<file path="src/rtl/cable_sensor_qual.sv">
// Cable presence sensor front-end: synchronise and debounce raw_sense, then qualify
// presence dwell into detect/flag, count confirmed cables and latch a stuck-sensor fault.
module cable_sensor_qual #(
   parameter int unsigned DEB_CYCLES  = 16,
   parameter int unsigned MIN_PRESENT = 1000,
   parameter int unsigned MAX_PRESENT = 100000,
   parameter int unsigned TMR_W       = 20,
   parameter int unsigned COUNT_W     = 8
) (
   input  logic               clk,
   input  logic               resetn,
   input  logic               en_sensor,
   input  logic               raw_sense,
   output logic               detect,
   output logic               flag,
   output logic               fault,
   output logic [COUNT_W-1:0] cable_count
);

   localparam int unsigned DW = (DEB_CYCLES > 2) ? $clog2(DEB_CYCLES) : 1;
   localparam logic [DW-1:0]    DEB_LAST = DW'(DEB_CYCLES - 1);
   localparam logic [TMR_W-1:0] MIN_LAST = TMR_W'(MIN_PRESENT - 1);
   localparam logic [TMR_W-1:0] MAX_LAST = TMR_W'(MAX_PRESENT - 1);

   typedef enum logic [2:0] {
      ST_IDLE,
      ST_WAIT,
      ST_PRESENT,
      ST_CONFIRMED,
      ST_FAULT
   } state_t;

   state_t            state;
   logic              s1, s2;
   logic              deb_level;
   logic [DW-1:0]     deb_cnt;
   logic [TMR_W-1:0]  ptimer;

   always_ff @(posedge clk or negedge resetn) begin
      if (!resetn) begin
         s1        <= 1'b0;
         s2        <= 1'b0;
         deb_level <= 1'b0;
         deb_cnt   <= '0;
      end else begin
         s1 <= raw_sense;
         s2 <= s1;
         if (s2 == deb_level) begin
            deb_cnt <= '0;
         end else if (deb_cnt == DEB_LAST) begin
            deb_level <= s2;
            deb_cnt   <= '0;
         end else begin
            deb_cnt <= deb_cnt + DW'(1);
         end
      end
   end

   // Outputs are loaded together with the state they decode, so they stay pure Moore.
   always_ff @(posedge clk or negedge resetn) begin
      if (!resetn) begin
         state       <= ST_IDLE;
         ptimer      <= '0;
         cable_count <= '0;
         detect      <= 1'b0;
         flag        <= 1'b0;
         fault       <= 1'b0;
      end else if (!en_sensor) begin
         state  <= ST_IDLE;
         ptimer <= '0;
         detect <= 1'b0;
         flag   <= 1'b0;
         fault  <= 1'b0;
      end else begin
         case (state)
            ST_IDLE: begin
               state <= ST_WAIT;
            end
            ST_WAIT: begin
               if (deb_level) begin
                  state  <= ST_PRESENT;
                  ptimer <= '0;
                  detect <= 1'b1;
               end
            end
            ST_PRESENT: begin
               ptimer <= ptimer + TMR_W'(1);
               if (!deb_level) begin
                  state  <= ST_WAIT;
                  detect <= 1'b0;
               end else if (ptimer == MIN_LAST) begin
                  state       <= ST_CONFIRMED;
                  flag        <= 1'b1;
                  cable_count <= cable_count + COUNT_W'(1);
               end
            end
            ST_CONFIRMED: begin
               // Timer is held at MAX_LAST on entry to FAULT so it never exceeds it.
               if (!deb_level) begin
                  state  <= ST_WAIT;
                  ptimer <= ptimer + TMR_W'(1);
                  detect <= 1'b0;
                  flag   <= 1'b0;
               end else if (ptimer == MAX_LAST) begin
                  state  <= ST_FAULT;
                  detect <= 1'b0;
                  flag   <= 1'b0;
                  fault  <= 1'b1;
               end else begin
                  ptimer <= ptimer + TMR_W'(1);
               end
            end
            ST_FAULT: begin
               state <= ST_FAULT;
            end
            default: begin
               state  <= ST_IDLE;
               ptimer <= '0;
               detect <= 1'b0;
               flag   <= 1'b0;
               fault  <= 1'b0;
            end
         endcase
      end
   end

endmodule

</file>
<file path="config.mk">
export PLATFORM = sky130hd
export DESIGN_NAME = cable_sensor_qual
export DESIGN_NICKNAME = d
export VERILOG_FILES = /design/src/rtl/cable_sensor_qual.sv
export SDC_FILE = /design/constraint.sdc
export NUM_CORES = 1
export LEC_CHECK = 0
export CAP_MARGIN = 20
export CORE_MARGIN = 2
export CORE_UTILIZATION = 51
export CTS_BUF_LIST = sky130_fd_sc_hd__clkbuf_16
export DETAILED_ROUTE_END_ITERATION = 16
export GPL_TIMING_DRIVEN = 0
export PLACE_DENSITY = 0.67
export SLEW_MARGIN = 20
export SYNTH_ARGS = -nofsm -noshare
export SYNTH_HDL_FRONTEND = slang
export SYNTH_SLANG_ARGS = --single-unit
</file>
<file path="constraint.sdc">
create_clock -name clk -period 5 [get_ports clk]
set_input_delay 1 -clock clk [delete_from_list [all_inputs] [get_ports clk]]
set_output_delay 1 -clock clk [all_outputs]
set_load 0.01 [all_outputs]
</file>
==> out/results.tsv <==
metric	value	unit
p_per_area	272	nW/um2
antenna_left	0	
yosysWarnings	0	
synth_commonest_cells	dfrtp_1 (41), nand2_1 (26), o21ai_0 (20)	
ios	15	
coreArea	4260	um2
finalHoldViolations	0	
regToRegSetupSlack	2.60	ns
timing.fmax	351	MHz
setup_violations	0	
n_antenna_cell	0	
antenna_found_initial	0	
finalNonFillerCells	311	
drive_gt1_frac	0.120	
dr.first_iter.drc_count	82	
dp.cells	303	
hp-class	register to register	
arrival	3.01	ns
cellLeakagePower	0.00106	uW
grt_pass1_wl	8320	um
drt-total-wl	4610	um
maxSlewViolCount	0	
rows	24	
cts_buffer_depth	2	
synth-edff-count	0	
setup_tns	0	ns
ys_seq_area_frac	0.461	
r2r_start	ptimer[0]	
area.growth.synth_to_final	17.5	%
path_clk_slew	0.06	ns
worstPathRequired	5.16	ns
root_buffer	clkbuf_16	
synth_adder_area_share	0.0214	
endpoint	cable_count[1]	
fin_crit_sh	0.569	
synth_cell_type_count	46	
synthSimpleGateAreaFrac	0.240	
grt_pass1_vias	1770	
fin_nets	265	
cts_inserted_buffers	5	
critPathKind	input port to register	
reg2regPathDepth	7	
finalCriticalPeriod	2.85	ns
cts_sinks	41	
place_congestion	0.912	
startpoint_type	input port	
dieArea	4910	um2
timing.rr.end	ptimer[7]	
yosys-top-cells-area	dfrtp_1 (46%), o21ai_0 (4.5%), nand2_1 (4.4%)	
postCtsSetupBuffers	0	
worstMarginPinSlew	0.642	ns
port_buffers	14	
synth-compound-area-share	0.192	
grt_max_degree	23	
vdd_ir_drop_max	0.154	mV
syn_inst	236	
drc_errors	0	
overflow	0	
yosys.cell_count.top_type	dfrtp_1	
maxCapViolations	0	
status	completed	
synthMuxAreaShare	0.0152	
path_max_fanout	7	
synth_top_family_by_area	simple AND/OR/NAND/NOR gates	
ys_seq_elements	41	
syn_avg_cell_area	9.43	um2
yosysTopAreaCellShare	0.461	
synthFlopType	dfrtp_1	
htree_levels	2	
clock_latency	0.28	ns
drt_pass1_iterations	4	
rsz0062_at_grt	false	
fill_cells	369	
initial_utilization	0.522	
crit_path_start	en_sensor	
groute.usage.overall	0.211	
hpwl	3310	um
async_flop_share	1.00	
fp.dieH	70.1	um
cp-end-kind	register	
synth_area	2230	um2
tritoncts	done	
yosysTopAreaCell	dfrtp_1	
via_per_inst	5.91	
fin_skew	0.00744	ns
syn_nets	243	
relSlewSlack	0.569	
cts_resized	0	
fp.dieW	70.1	um
synth_xor_area_frac	0.0354	
hold_buffers	0	
wire_per_inst	14.8	um
vias	1837	
fin_util	0.614	
-- worst max-delay path, stage by stage --
cell	delay [ns]
clkdlybuf4s50_1	0.59
nand2_1	0.11
or3b_2	0.54
nor4_2	0.38
mux2_2	0.38
-- metal layers --
layer  track usage  routed length (um)  share of wire
met5             0                   0              0
met4        0.0705                  63          0.014
met3        0.0433                 255          0.055
met2         0.328                2140           0.46
met1         0.296                2150           0.47
-- worst min path at each step --
stage               to  slack, ns  from  cells after the start
global placement    s2       0.34    s1                      0
detailed placement  s2       0.37    s1                      0
CTS                 s2       0.37    s1                      0
finish              s2       0.37    s1                      0
global route        s2       0.38    s1                      0
floorplan           s2       0.33    s1                      0
-- cell usage in the layout, fill, tap and decap left out, types with 6 or more instances in the layout --
master and n:
nand2_1 26, o31ai_1 10, nor2_1 18, buf_2 7, o21ai_1 11, a31oi_1 8, dfrtp_1 41, clkbuf_1 6
nand4_1 6, clkdlybuf4s50_1 13, nand3_1 10, xnor2_1 8, o21ai_0 20
-- flip-flops by register name (all words and copies together) (netlist names) --
name         count
s2               1
s1               1
cable_count      8
fault            1
deb_level        1
ptimer          20
detect           1
flag             1
state            3
deb_cnt          4
-- power by group --
group | switching, uW | internal [uW]
logic | 15.4 | 9.08
clock network | 117 | 232
registers | 2.64 | 335
total | 135 | 576
-- layout make-up --
class	instances	area, um2	area share
buffer	13	63.8	0.0244
clock buffer	5	125	0.0478
clock inverter	3	37.5	0.0143
inverter	4	15.0	0.00574
multi-input combinational	178	1120	0.429
sequential	41	1030	0.392
tap	52	65.1	0.0249
timing repair buffer	15	163	0.0622
-- cells by family after synthesis --
kind of cell               after synthesis
AOI/OAI and AO/OA                       66
xor gates and xnor gates                 9
adders and majority gates                4
buffers and inverters                   17
DFF                                     41
muxes                                    3
and+or+nand+nor                         96
-- metrics by stage --
stage	setup WS (ns)	instance area, um2	hold WS [ns]	power, uW
finish	2.15	2620	0.372	711
global route	2.06	2620	0.382	739
CTS	2.16	2620	0.374	720
detailed placement	1.87	2450	0.366	369
global placement	1.85	2430	0.337	366
floorplan	2.63	2230	0.331	353
Note: power is estimated with default switching activity, not from simulation.
